### config.mk
export PLATFORM = sky130hd
export DESIGN_NAME = ws2812_rx_decoder
export DESIGN_NICKNAME = d
export VERILOG_FILES = /design/src/rtl/ws2812_pkg.sv /design/src/rtl/sync_edge.sv /design/src/rtl/ws2812_rx_decoder.sv
export SDC_FILE = /design/constraint.sdc
export NUM_CORES = 1
export LEC_CHECK = 0
export BUFFER_PORTS_ARGS = -buffer_cell sky130_fd_sc_hd__buf_4
export CAP_MARGIN = 20
export CORE_UTILIZATION = 65
export CTS_BUF_LIST = sky130_fd_sc_hd__clkbuf_4
export CTS_CLUSTER_DIAMETER = 150
export DETAILED_ROUTE_END_ITERATION = 8
export PLACE_DENSITY = 0.86
export REMOVE_ABC_BUFFERS = 1
export SLEW_MARGIN = 20
export SYNTH_ARGS = -nofsm -noshare
export SYNTH_HDL_FRONTEND = slang
export SYNTH_SLANG_ARGS = --single-unit
export TNS_END_PERCENT = 50
### constraint.sdc
create_clock -name clk -period 4.26 [get_ports clk]
set_input_delay 0.639 -clock clk [delete_from_list [all_inputs] [get_ports clk]]
set_output_delay 0.639 -clock clk [all_outputs]
set_load 0.05 [all_outputs]
### src/rtl/ws2812_pkg.sv
// Shared WS2812 definitions: decoder states, default line timing and GRB field layout.
// The transmit side imports the same constants so both ends agree on the wire format.
package ws2812_pkg;

  typedef enum logic [1:0] {
    S_SYNC = 2'd0,
    S_IDLE = 2'd1,
    S_HIGH = 2'd2,
    S_LOW  = 2'd3
  } rx_state_e;

  // Default timing at 50 MHz, in clock cycles
  localparam int DEF_HI_THRESH = 30;
  localparam int DEF_MIN_HIGH  = 5;
  localparam int DEF_MAX_HIGH  = 75;
  localparam int DEF_LATCH_LOW = 2500;

  localparam int PIXEL_BITS = 24;
  localparam int G_MSB = 23;
  localparam int G_LSB = 16;
  localparam int R_MSB = 15;
  localparam int R_LSB = 8;
  localparam int B_MSB = 7;
  localparam int B_LSB = 0;

endpackage

### src/rtl/sync_edge.sv
// Two-flop synchronizer for an asynchronous line input, with rise/fall detection
// on the synchronized level.
module sync_edge (
  input  logic clk,
  input  logic reset,
  input  logic d_i,
  output logic level_o,
  output logic rise_o,
  output logic fall_o
);

  logic meta_q;
  logic sync_q;
  logic prev_q;

  always_ff @(posedge clk) begin
    if (reset) begin
      meta_q <= 1'b0;
      sync_q <= 1'b0;
      prev_q <= 1'b0;
    end else begin
      meta_q <= d_i;
      sync_q <= meta_q;
      prev_q <= sync_q;
    end
  end

  assign level_o = sync_q;
  assign rise_o  = sync_q & ~prev_q;
  assign fall_o  = ~sync_q & prev_q;

endmodule

### src/rtl/ws2812_rx_decoder.sv
// WS2812 NRZ receiver: measures high pulses into bits, packs 24-bit GRB pixels
// with their frame index, and detects the low-time latch that closes a frame.
module ws2812_rx_decoder
  import ws2812_pkg::*;
#(
  parameter int HI_THRESH = DEF_HI_THRESH,
  parameter int MIN_HIGH  = DEF_MIN_HIGH,
  parameter int MAX_HIGH  = DEF_MAX_HIGH,
  parameter int LATCH_LOW = DEF_LATCH_LOW,
  parameter int IDX_W     = 8
) (
  input  logic             clk,
  input  logic             reset,
  input  logic             din,
  output logic [23:0]      pixel_data,
  output logic             pixel_valid,
  output logic [IDX_W-1:0] pixel_index,
  output logic             frame_done,
  output logic [IDX_W-1:0] frame_pixel_count,
  output logic             bit_error
);

  localparam int HC_W = $clog2(MAX_HIGH + 2);
  localparam int LC_W = $clog2(LATCH_LOW + 1);
  localparam logic [HC_W-1:0] HC_MIN   = HC_W'(MIN_HIGH);
  localparam logic [HC_W-1:0] HC_THR   = HC_W'(HI_THRESH);
  localparam logic [HC_W-1:0] HC_MAX   = HC_W'(MAX_HIGH);
  localparam logic [HC_W-1:0] HC_SAT   = HC_W'(MAX_HIGH + 1);
  localparam logic [LC_W-1:0] LC_LATCH = LC_W'(LATCH_LOW);
  localparam logic [4:0]      BIT_LAST = 5'(PIXEL_BITS);

  logic din_s, din_rise, din_fall;

  rx_state_e        state_q, state_d;
  logic [HC_W-1:0]  hc_q, hc_d;
  logic [LC_W-1:0]  lc_q, lc_d;
  logic [23:0]      shift_q, shift_d;
  logic [4:0]       bit_cnt_q, bit_cnt_d;
  logic [IDX_W-1:0] pix_cnt_q, pix_cnt_d;
  logic [23:0]      pixel_data_q, pixel_data_d;
  logic             pixel_valid_q, pixel_valid_d;
  logic [IDX_W-1:0] pixel_index_q, pixel_index_d;
  logic             frame_done_q, frame_done_d;
  logic [IDX_W-1:0] frame_cnt_q, frame_cnt_d;
  logic             bit_error_q, bit_error_d;

  sync_edge u_sync (
    .clk    (clk),
    .reset  (reset),
    .d_i    (din),
    .level_o(din_s),
    .rise_o (din_rise),
    .fall_o (din_fall)
  );

  always_comb begin
    state_d       = state_q;
    hc_d          = hc_q;
    lc_d          = lc_q;
    shift_d       = shift_q;
    bit_cnt_d     = bit_cnt_q;
    pix_cnt_d     = pix_cnt_q;
    pixel_data_d  = pixel_data_q;
    pixel_valid_d = 1'b0;
    pixel_index_d = pixel_index_q;
    frame_done_d  = 1'b0;
    frame_cnt_d   = frame_cnt_q;
    bit_error_d   = bit_error_q;

    // A full pixel is flushed one cycle after its last bit; a latch can never land here
    if (bit_cnt_q == BIT_LAST) begin
      pixel_valid_d = 1'b1;
      pixel_data_d  = shift_q;
      pixel_index_d = pix_cnt_q;
      bit_cnt_d     = '0;
      if (pix_cnt_q != '1) pix_cnt_d = pix_cnt_q + 1'b1;
    end

    case (state_q)
      S_SYNC: begin
        if (din_s) begin
          lc_d = '0;
        end else if (lc_q < LC_LATCH) begin
          lc_d = lc_q + 1'b1;
          if (lc_d == LC_LATCH) state_d = S_IDLE;
        end
      end
      S_IDLE: begin
        if (din_rise) begin
          state_d = S_HIGH;
          hc_d    = HC_W'(1);
        end
      end
      S_HIGH: begin
        // Malformed pulses abandon the whole frame and force a fresh resync
        if ((din_fall && hc_q < HC_MIN) || (!din_fall && hc_q >= HC_MAX)) begin
          bit_error_d = 1'b1;
          bit_cnt_d   = '0;
          shift_d     = '0;
          pix_cnt_d   = '0;
          lc_d        = '0;
          hc_d        = din_fall ? hc_q : HC_SAT;
          state_d     = S_SYNC;
        end else if (din_fall) begin
          shift_d   = {shift_q[22:0], (hc_q >= HC_THR)};
          bit_cnt_d = bit_cnt_q + 1'b1;
          lc_d      = LC_W'(1);
          state_d   = S_LOW;
        end else begin
          hc_d = hc_q + 1'b1;
        end
      end
      S_LOW: begin
        if (din_rise) begin
          state_d = S_HIGH;
          hc_d    = HC_W'(1);
        end else if (lc_q < LC_LATCH) begin
          lc_d = lc_q + 1'b1;
          if (lc_d == LC_LATCH) begin
            frame_done_d = 1'b1;
            frame_cnt_d  = pix_cnt_q;
            if (bit_cnt_q != '0) bit_error_d = 1'b1;
            bit_cnt_d    = '0;
            shift_d      = '0;
            pix_cnt_d    = '0;
            state_d      = S_IDLE;
          end
        end
      end
      default: state_d = S_SYNC;
    endcase
  end

  always_ff @(posedge clk) begin
    if (reset) begin
      state_q       <= S_SYNC;
      hc_q          <= '0;
      lc_q          <= '0;
      shift_q       <= '0;
      bit_cnt_q     <= '0;
      pix_cnt_q     <= '0;
      pixel_data_q  <= '0;
      pixel_valid_q <= 1'b0;
      pixel_index_q <= '0;
      frame_done_q  <= 1'b0;
      frame_cnt_q   <= '0;
      bit_error_q   <= 1'b0;
    end else begin
      state_q       <= state_d;
      hc_q          <= hc_d;
      lc_q          <= lc_d;
      shift_q       <= shift_d;
      bit_cnt_q     <= bit_cnt_d;
      pix_cnt_q     <= pix_cnt_d;
      pixel_data_q  <= pixel_data_d;
      pixel_valid_q <= pixel_valid_d;
      pixel_index_q <= pixel_index_d;
      frame_done_q  <= frame_done_d;
      frame_cnt_q   <= frame_cnt_d;
      bit_error_q   <= bit_error_d;
    end
  end

  assign pixel_data        = pixel_data_q;
  assign pixel_valid       = pixel_valid_q;
  assign pixel_index       = pixel_index_q;
  assign frame_done        = frame_done_q;
  assign frame_pixel_count = frame_cnt_q;
  assign bit_error         = bit_error_q;

endmodule

Word-level counts from Yosys, hierarchy flattened
Index checks and enable logic that the tools add are counted.
- flip-flop bits (word level): 104
- output and inout port bits: 43
- input bits: 3
- word-level logic and storage cells: 110
- order comparisons: 4
- multiplexer cells: 47
- equal/unequal tests: 16
- bitwise operators: 7
- add/sub/neg operators: 4
- reduce and logical (&&, ||, !) cells: 17
- operator list (operator ; number):
    $mux W24 ; 5
    $mux W12 ; 5
    $mux W8 ; 6
    $pmux W24 S2 ; 1
    $pmux W12 S3 ; 1
    $mux W5 ; 6
    $mux W7 ; 4
    $ne A2 B2 Y1 const B ; 8
    $pmux W8 S2 ; 1
    $mux W2 ; 7
    $pmux W7 S2 ; 1
    $add A12 B1 Y12 const B ; 1
    $eq A12 B12 Y1 const B ; 1
    $lt A12 B12 Y1 const B ; 1
    $pmux W5 S2 ; 1
    $reduce_and A3 Y1 ; 3
    $add A8 B1 Y8 const B ; 1
    $ne A8 B8 Y1 const B ; 1
    $pmux W2 S4 ; 1
    $add A7 B1 Y7 const B ; 1
    $ge A7 B5 Y1 const B ; 1
    $ge A7 B7 Y1 const B ; 1
    $lt A7 B3 Y1 const B ; 1
    $mux W1 ; 7
    other kinds (21) ; 29

Logic depth before layout (Yosys ltp)
Gate-level depths: netlist of run 1.
- depth after elaboration: 7
- depth in mapped cells: 10
- depth with buffers taken out: 8

Cells and area by module
From an unflattened synthesis of run 1, not the netlist that was laid out.
- cell total of the unflattened synthesis: 538
- area total of the unflattened synthesis: 4570.6 µm²
- by module, submodules not included (module ; times used ; sequential area each (µm²) ; area each (µm²) ; cells each):
    ws2812_rx_decoder ; 1 ; 2021.9 ; 4479.3 ; 530
    sync_edge ; 1 ; 60.1 ; 91.3 ; 8

Worst setup path after synthesis of run 1
No wires, ideal clock.
- kind: reg2reg
- start: reg hc_q[0]
- end: reg shift_q[10]
- setup slack: 2.050 ns
- library setup time: 0.067 ns
- data arrival time: 2.143 ns
- period minus slack after synthesis: 2.210 ns
- required time: 4.193 ns
- cell stages (with the launch flop): 9
- path buffers: 1
- path through: dfxtp_1 > ha_1 > a211o_1 > a211oi_1 > o21ai_1 > nor3b_2 > clkbuf_1 > nand4_1 > o21ai_2
- word-level cells in the longest chain between the ends: 5
- elaborated cells between the ends (all ways): 9
- those cells by class: 2 x order compare; 1 x eq/ne; 2 x mux; 4 x reduce/logical
- RTL lines (what ; RTL line ; RTL):
    start: declaration ; ws2812_rx_decoder.sv:35 ; logic [HC_W-1:0] hc_q, hc_d;
    start signal: assignment ; ws2812_rx_decoder.sv:137 ; hc_q <= '0;
    start signal: assignment ; ws2812_rx_decoder.sv:150 ; hc_q <= hc_d;
    $lt A7 B3 Y1 / $ge A7 B7 Y1 (equally long branches) ; ws2812_rx_decoder.sv:96 ; if ((din_fall && hc_q < HC_MIN) || (!din_fall && hc_q >= HC_MAX)) begin
    $logic_and A1 B1 Y1 ; ws2812_rx_decoder.sv:96 ;
    $logic_or A1 B1 Y1 (*) ; ws2812_rx_decoder.sv:96 ;
    $ne A3 B3 Y1 (no line) / $mux W24 (equally long branches) ; - ;
    $reduce_and A5 Y1 (no line) / $pmux W24 S2 (equally long branches) ; - ;
    end signal: assignment ; ws2812_rx_decoder.sv:152 ; shift_q <= shift_d;
    end: declaration ; ws2812_rx_decoder.sv:37 ; logic [23:0] shift_q, shift_d;
Mark *: on every way between the ends. The rest lies on a longest branch, timed or not.
A chain may end at the register's enable or synchronous reset.

Worst setup path after layout of run 1
- start: reg lc_q[2]
- end: reg shift_q[2]
- word-level cells in the longest chain between the ends: 4
- elaborated cells between the ends (all ways): 6
- those cells by class: 1 x add/sub; 1 x order compare; 3 x eq/ne; 1 x reduce/logical
- RTL lines (what ; RTL line ; RTL):
    start: declaration ; ws2812_rx_decoder.sv:36 ; logic [LC_W-1:0] lc_q, lc_d;
    start signal: assignment ; ws2812_rx_decoder.sv:151 ; lc_q <= lc_d;
    $add A12 B1 Y12 ; ws2812_rx_decoder.sv:118 ; lc_d = lc_q + 1'b1;
    $eq A12 B12 Y1 ; ws2812_rx_decoder.sv:119 ; if (lc_d == LC_LATCH) begin
    $ne A2 B2 Y1 (no line) ; - ;
    $reduce_and A5 Y1 (no line) (*) ; - ;
Marked as above.

==> impl_metrics.ini, run 1 <==
[pwr]
pwr_density_cell_mw_per_mm2 = 300
ir_drop_v = 0.000219
p_leak_nw = 1.86

[hold_path]
hold_class = primary input to register
hp-start = din

[placement]
dp_hpwl_um = 6400
port_buffers = 45
dp.cells = 643
gp_congestion = 0.880

[cts]
clock_latency_ns = 0.46
cts_resized = 0
cts_tree = done
post_cts_buffers = 0
clock-sinks = 104
hold_buffers = 0
clockBufferDepth = 2
clock-root-buffer = clkbuf_4
cts-buffers-inserted = 9
h-tree-depth = 3
clk_pin_slew_ns = 0.16

[synthesis]
ys_types = 55
ys_warn_count = 0
synth_cells = 545
avgSynthCellArea_um2 = 8.32
yosys-top-cells-count = nand2_1, dfxtp_1, a21oi_1
synth_top_area_cell = dfxtp_1
synth-edff-count = 0
netlist_top_cells_area = dfxtp_1, nand2_1, a21oi_1
yosysTopAreaCellShare_pct = 45.9
netlist_area_mm2 = 0.00453
synth_ff_type = dfxtp_1
yosysSeqAreaShare_pct = 45.9
ys_ff_latch = 104
async_flop_share_pct = 0
synth.most_common_cell = nand2_1

[critical_path]
crit_required_ns = 4.60
cpPeakStageDelay_ns = 0.59
arrival_ns = 3.03
cp-end-kind = register
crit_type = register to register
startpoint_type = register
worstPathMaxFanout = 27
cp_slowest_cell = or4_4
path_cells = nand4_1 -> or4_4 -> a221oi_4 -> a31o_1 -> buf_4 -> and2_4 -> o21ai_0
worst_r2r_startpoint = lc_q[2]$_SDFFE_PP0P_
cp-startpoint = lc_q[2]$_SDFFE_PP0P_

[timing]
fin_hold_ws_ns = 0.405
finClkSkew_ns = 0.0230
setup_violations = 0
min_period_ns = 2.69
rsz0062_at_grt = no
worst_pin_slew_ns = 0.680
finalHoldViolCount = 0
report.final.slew_viol_count = 0
finalSetupTns_ns = 0
fmax_ghz = 0.371
slew_headroom_pct = 54.4
min_period_over_period_pct = 63.3

[route]
via_per_inst = 6.06
via_count = 3991
post_drt_wl_per_cell_um = 14.4
drc_errors = 0
ant_nets = 0
drtIter0Drc = 359
firstDrtPassIters = 5
wl_um = 9470

[floorplanning]
io_pins = 46
fp.coreArea_mm2 = 0.00676
die_width_um = 85.5
initial_utilization_pct = 67.1
rows = 30
dieArea_mm2 = 0.00731
fp.dieH_um = 85.5

[final_layout]
drive_gt1_share_pct = 15.5
nets = 583
fin_cells = 659
antenna_cells = 0
syn_to_final_growth_pct = 9.58
finish.utilization_pct = 73.5

[global_route]
grt_pass1_vias = 3551
grt_use_total_pct = 26.5
grt_max_degree = 62
grt_first_pass_wirelength_um = 15700
grt_antenna_before_repair = 0
gr-total-overflow = 0

[flow_run]
cap_violations = 0

[outcome]
status = completed
[where the power goes]
part,internal [mW],switching (mW)
registers,0.977,0.00449
clock network,0.131,0.338
logic,0.00964,0.0301
[routing by layer]
layer	wire length (um)	track usage [%]	up-vias
met4	144	10.8	0
met3	400	3.46	15
li1	-	-	1985
met1	4250	34.0	1872
met2	4670	45.5	119
met5	0	0	-
[worst paths after layout]
check,slack [ns],endpoint,cells past startpoint
worst max-delay path,1.57,shift_q[2]$_SDFFE_PP0P_,7
worst min-delay path,0.40,u_sync.meta_q$_SDFF_PP0_,2
worst max register to register,1.57,shift_q[2]$_SDFFE_PP0P_,7
worst min register to register,0.45,u_sync.level_o$_SDFF_PP0_,1
[layout make-up]
type                            count  area, um^2
Sequential cell                   104        2080
Inverter                           10        37.5
Multi-Input combinational cell    398        2240
Clock buffer                        9        67.6
Fill cell                         537        1790
Timing Repair Buffer               51         383
Tap cell                           80         100
Clock inverter                      7        57.6
[cells by family (layout without fill, tap and decap cells)]
| group | count (synthesis) | after routing | synth area share [%] |
|---|---|---|---|
| AND/OR/NAND/NOR | 245 | 245 | 25.2 |
| AO/OA/AOI/OAI | 125 | 125 | 17.9 |
| flip-flops | 104 | 104 | 45.9 |
| buffers and inverters | 43 | 77 | 4.75 |
| XOR/XNOR | 12 | 12 | 2.32 |
| multiplexers | 10 | 10 | 2.21 |
| adder cells (fa/ha/maj) | 6 | 6 | 1.66 |
[registers in the layout, indices dropped and copies added, names as in the netlist]
register / flops
lc_q: 12
frame_done: 1
bit_error: 1
u_sync.meta_q: 1
u_sync.prev_q: 1
pixel_index: 8
frame_pixel_count: 8
hc_q: 7
bit_cnt_q: 5
pixel_valid: 1
u_sync.level_o: 1
pixel_data: 24
pix_cnt_q: 8
state_q: 2
shift_q: 24
[cells in the final DEF, fill, tap and decap left out, drive strengths merged, types with 6 or more instances in the layout]
master	n
a211oi	6
a21oi	48
buf	51
clkbuf	9
dfxtp	104
ha	6
inv	14
mux2i	10
nand2	111
nand3	20
nand4	32
nor2	45
o21ai	45
xnor2	6
xor2	6
[critical path, delay by kind of cell, from the launching register on]
family	cells	cell delay (ns)
buf+inv	1	0.27
flops	1	0.45
compound gates	3	0.65
simple gates	3	1.21
[metrics by stage]
step | power (mW) | area (um^2) | setup WS [ns]
finish | 1.49 | 4970 | 1.57
global route | 1.55 | 4970 | 1.29
CTS | 1.50 | 4970 | 1.58
detailed placement | 1.04 | 4840 | 1.60
global placement | 1.04 | 4840 | 1.68
floorplan | 1.02 | 4360 | 1.21
No activity file was read; power rests on OpenSTA's default activity.
==> run 2, diff against run 1 <==
- CORE_UTILIZATION: 65 -> 61
- PLACE_DENSITY: 0.86 -> 0.81
- clock period: 4.26 -> 2.6 ns (I/O delays scaled with it)
==> run 2 against run 1 <==
- fmax up 12%
- critical path depth down 1
- sequential cell count unchanged
- critical path type unchanged
==> impl_metrics.ini, run 2 (synthesis gave the netlist of run 1 again) <==
[cts]
clockBufferDepth = 2
clock_latency_ns = 0.46
clock-sinks = 104
h-tree-depth = 3
clk_pin_slew_ns = 0.16
cts-buffers-inserted = 9
clock-root-buffer = clkbuf_4
cts_tree = done

[final_layout]
multi_input_area_mm2 = 0.00226
finish.utilization_pct = 70.3
fin_cells = 682
regArea_mm2 = 0.00208
nets = 587
final_common_cell = nand2_1
drive_gt1_share_pct = 17.0
fillers = 594
syn_to_final_growth_pct = 11.9
antenna_cells = 0
layout_common_cells = nand2_1, dfxtp_1, buf_4

[floorplanning]
initial_utilization_pct = 62.9
fp.coreArea_mm2 = 0.00721
die_width_um = 88.2
fp.dieH_um = 88.2
rows = 31
dieArea_mm2 = 0.00778
io_pins = 46

[critical_path]
crit_family = simple AND/OR/NAND/NOR gates
cp-end-kind = register
startpoint_type = register
path_cells = nand4_1 -> or4_4 -> a221oi_4 -> a31o_1 -> and2_2 -> o21ai_2
path_depth = 6
arrival_ns = 2.76
ff2ff_setup_slack_ns = 0.18
crit_type = register to register
worstRegToRegCells = 6
critPathBufInv = 0
cpPeakStageDelay_ns = 0.58
crit_required_ns = 2.95
worstPathMaxFanout = 13
cp_slowest_cell = or4_4

[pwr]
pwr_density_cell_mw_per_mm2 = 510
p_leak_nw = 1.90
p_total_mw = 2.59
ir_drop_v = 0.000375

[placement]
dp_hpwl_um = 6590
dp.cells = 665
pre_cts_ws_ns = 0.0696
gp_congestion = 0.881
port_buffers = 45

[route]
firstDrtPassIters = 5
via_count = 3993
wl_um = 9710
drc_errors = 0
via_per_inst = 5.85
post_drt_wl_per_cell_um = 14.2
ant_nets = 0
drtIter0Drc = 310

[hold_path]
whs_path_depth = 2
hold_class = primary input to register

[timing]
fmax_ghz = 0.414
finalHoldViolCount = 0
fin_hold_ws_ns = 0.142
min_period_ns = 2.42
slew_headroom_pct = 63.4
min_period_over_period_pct = 92.9
setup_violations = 0
worst_pin_slew_ns = 0.546
timing.final.ws_setup_ns = 0.184
report.final.slew_viol_count = 0
finClkSkew_ns = 0.0227

[global_route]
grt_pass1_vias = 3521
gr-total-overflow = 0
grt_max_degree = 44
grt_use_total_pct = 25.8
grt_first_pass_wirelength_um = 15800
grt_antenna_before_repair = 0

[flow_run]
cap_violations = 0

[outcome]
status = completed
==> run 2: cell count changes in the layout (fill, tap and decap cells not counted), sizes merged <==
cell / delta
buf: +3
inv: -1
clkinvlp: -1
and2: +1
clkinv: +1
bufinv: +1
==> run 2: final cells by class <==
| cell class | count | share of cell area [%] |
|---|---|---|
| multi-input combinational | 399 | 44.6 |
| sequential | 104 | 41.0 |
| timing repair buffer | 54 | 7.99 |
| tap | 99 | 2.44 |
| clock inverter | 7 | 1.87 |
| clock buffer | 9 | 1.33 |
| inverter | 10 | 0.740 |
==> run 2: final timing paths <==
check | start | endpoint
worst min-delay path | din | u_sync.meta_q$_SDFF_PP0_
worst max register to register | lc_q[2]$_SDFFE_PP0P_ | shift_q[6]$_SDFFE_PP0P_
worst max-delay path | lc_q[2]$_SDFFE_PP0P_ | shift_q[6]$_SDFFE_PP0P_
worst min register to register | u_sync.meta_q$_SDFF_PP0_ | u_sync.level_o$_SDFF_PP0_
==> run 2: metal layers <==
metal  part of all wire [%]  wire, um  track usage [%]
met5                      0         0                0
met4                    1.3       128             11.7
met3                    4.0       388             3.45
met2                     49      4710             42.5
met1                     46      4480             33.7
==> run 2: power breakdown <==
| part | internal [mW] | total [mW] | switching (mW) |
|---|---|---|---|
| registers | 1.60 | 1.61 | 0.00787 |
| logic | 0.0173 | 0.0679 | 0.0506 |
| clock network | 0.324 | 0.913 | 0.589 |
==> run 2: repair_timing <==
action | CTS | global route
endpoints found under the hold margin | 0 | 0
setup buffers | 0 | 0
setup endpoints to repair | 0 | 18
gates resized for setup | 0 | 5
hold buffers | 0 | 0
==> run 2: metrics by stage <==
| step | setup TNS, ns | cell area [um^2] |
|---|---|---|
| 4_1_cts | 0 | 5050 |
| 5_1_grt | -0.00162 | 5070 |
| 6_report | 0 | 5070 |
| 2_1_floorplan | -8.93 | 4360 |
| 3_3_place_gp | 0 | 4890 |
| 3_5_place_dp | 0 | 4890 |
==> run 3, diff against run 2 <==
- BUFFER_PORTS_ARGS: -buffer_cell sky130_fd_sc_hd__buf_4 -> -buffer_cell sky130_fd_sc_hd__buf_2
- CORE_UTILIZATION: 61 -> 55
- PLACE_DENSITY: 0.81 -> 0.74
==> run 3 against run 2 <==
- critical path depth grew 3
- clock power is 7.6% lower
- cell count up 0.73%
- wire length shrank 0.92%
- core utilization shrank 6.7 points
- combinational power is 9.9% higher
- sequential cell count did not move
- critical path type unchanged
- fmax barely moved
- first-iteration DRC count is 14% lower
- clock skew grew 0.0075 ns
- die area grew 11%
==> impl_metrics.ini, run 3 (synthesis gave the netlist of run 1 again) <==
[pwr]
ir_drop_v = 0.000369
p_leak_nw = 1.92
p_total_mw = 2.53
pwr_density_cell_mw_per_mm2 = 506

[final_layout]
drive_gt1_share_pct = 17.3
fillers = 701
final_common_cell = nand2_1
multi_input_area_mm2 = 0.00225
fin_cells = 687
finish.utilization_pct = 63.6
syn_to_final_growth_pct = 10.1
antenna_cells = 0
nets = 589
regArea_mm2 = 0.00208
finalInstanceArea_mm2 = 0.00499
layout_common_cells = nand2_1, dfxtp_1, a21oi_1

[cts]
cts_resized = 0
clk_pin_slew_ns = 0.19
post_cts_buffers = 0
clock-sinks = 104
clock_latency_ns = 0.47
clockBufferDepth = 2
h-tree-depth = 3
cts_tree = done
cts-buffers-inserted = 9
clock-root-buffer = clkbuf_4
hold_buffers = 0

[placement]
pre_cts_ws_ns = 0.143
place_area_mm2 = 0.00483
dp.cells = 671
port_buffers = 45
dp_hpwl_um = 6390
gp_congestion = 0.955

[hold_path]
hold_class = primary input to register

[timing]
min_period_ns = 2.42
slew_headroom_pct = 57.8
min_period_over_period_pct = 92.9
report.final.slew_viol_count = 0
timing.final.ws_setup_ns = 0.184
finalHoldViolCount = 0
worst_pin_slew_ns = 0.629
rsz0062_at_grt = no
finalSetupTns_ns = 0
finClkSkew_ns = 0.0302
fin_hold_ws_ns = 0.175
fmax_ghz = 0.414
setup_violations = 0

[floorplanning]
dieArea_mm2 = 0.00861
initial_utilization_pct = 57.8
fp.coreArea_mm2 = 0.00785
fp.dieH_um = 92.8
io_pins = 46
rows = 32
die_width_um = 92.8

[critical_path]
startpoint_type = register
arrival_ns = 2.80
worstPathMaxFanout = 24
cp-end-kind = register
crit_required_ns = 2.99
crit_type = register to register

[route]
ant_nets = 0
drc_errors = 0
post_drt_wl_per_cell_um = 14.0
drtIter0Drc = 268
wl_um = 9620
firstDrtPassIters = 5
via_count = 3984
via_per_inst = 5.80

[global_route]
grt_use_total_pct = 23.6
grt_max_degree = 61
gr-total-overflow = 0
grt_pass1_vias = 3624
grt_antenna_before_repair = 0
grt_first_pass_wirelength_um = 16500

[outcome]
status = completed

[flow_run]
cap_violations = 0
[run 3: path summary, 6_finish.rpt]
check	end	depth (start not counted)	slack, ns	startpoint
max	hc_q[5]$_SDFFE_PP0P_	9	0.18	hc_q[0]$_SDFFE_PP0P_
min	u_sync.meta_q$_SDFF_PP0_	2	0.17	din
max reg2reg	hc_q[5]$_SDFFE_PP0P_	9	0.18	hc_q[0]$_SDFFE_PP0P_
min reg2reg	u_sync.level_o$_SDFF_PP0_	1	0.45	u_sync.meta_q$_SDFF_PP0_
[run 3: critical path, cell delays in order, from the launching register on]
cell	delay, ns
dfxtp_1	0.42
ha_1	0.28
a211o_1	0.29
a211oi_2	0.30
o21ai_2	0.20
buf_4	0.23
buf_4	0.22
nor2_1	0.12
nor2_1	0.04
a311oi_1	0.24
[run 3: layer usage]
layer  up-vias  share of wire (%)  track usage (%)
met5         -                  0                0
met4         0                1.8             9.62
met3        14                4.3             3.86
met2       101                 47             38.2
met1      1872                 47             31.3
li1       1997                  -                -
[run 3: cell type report]
type	count	share of cell area [%]
Multi-Input combinational cell	398	45.2
Inverter	10	0.752
Clock buffer	9	1.35
Timing Repair Buffer	57	6.82
Clock inverter	7	1.65
Sequential cell	104	41.7
Tap cell	102	2.56
[run 3: power breakdown]
part           leakage (nW)  switching, mW  internal, mW
clock network        0.0780          0.608         0.236
logic                  1.00         0.0527        0.0219
registers             0.838        0.00740          1.60
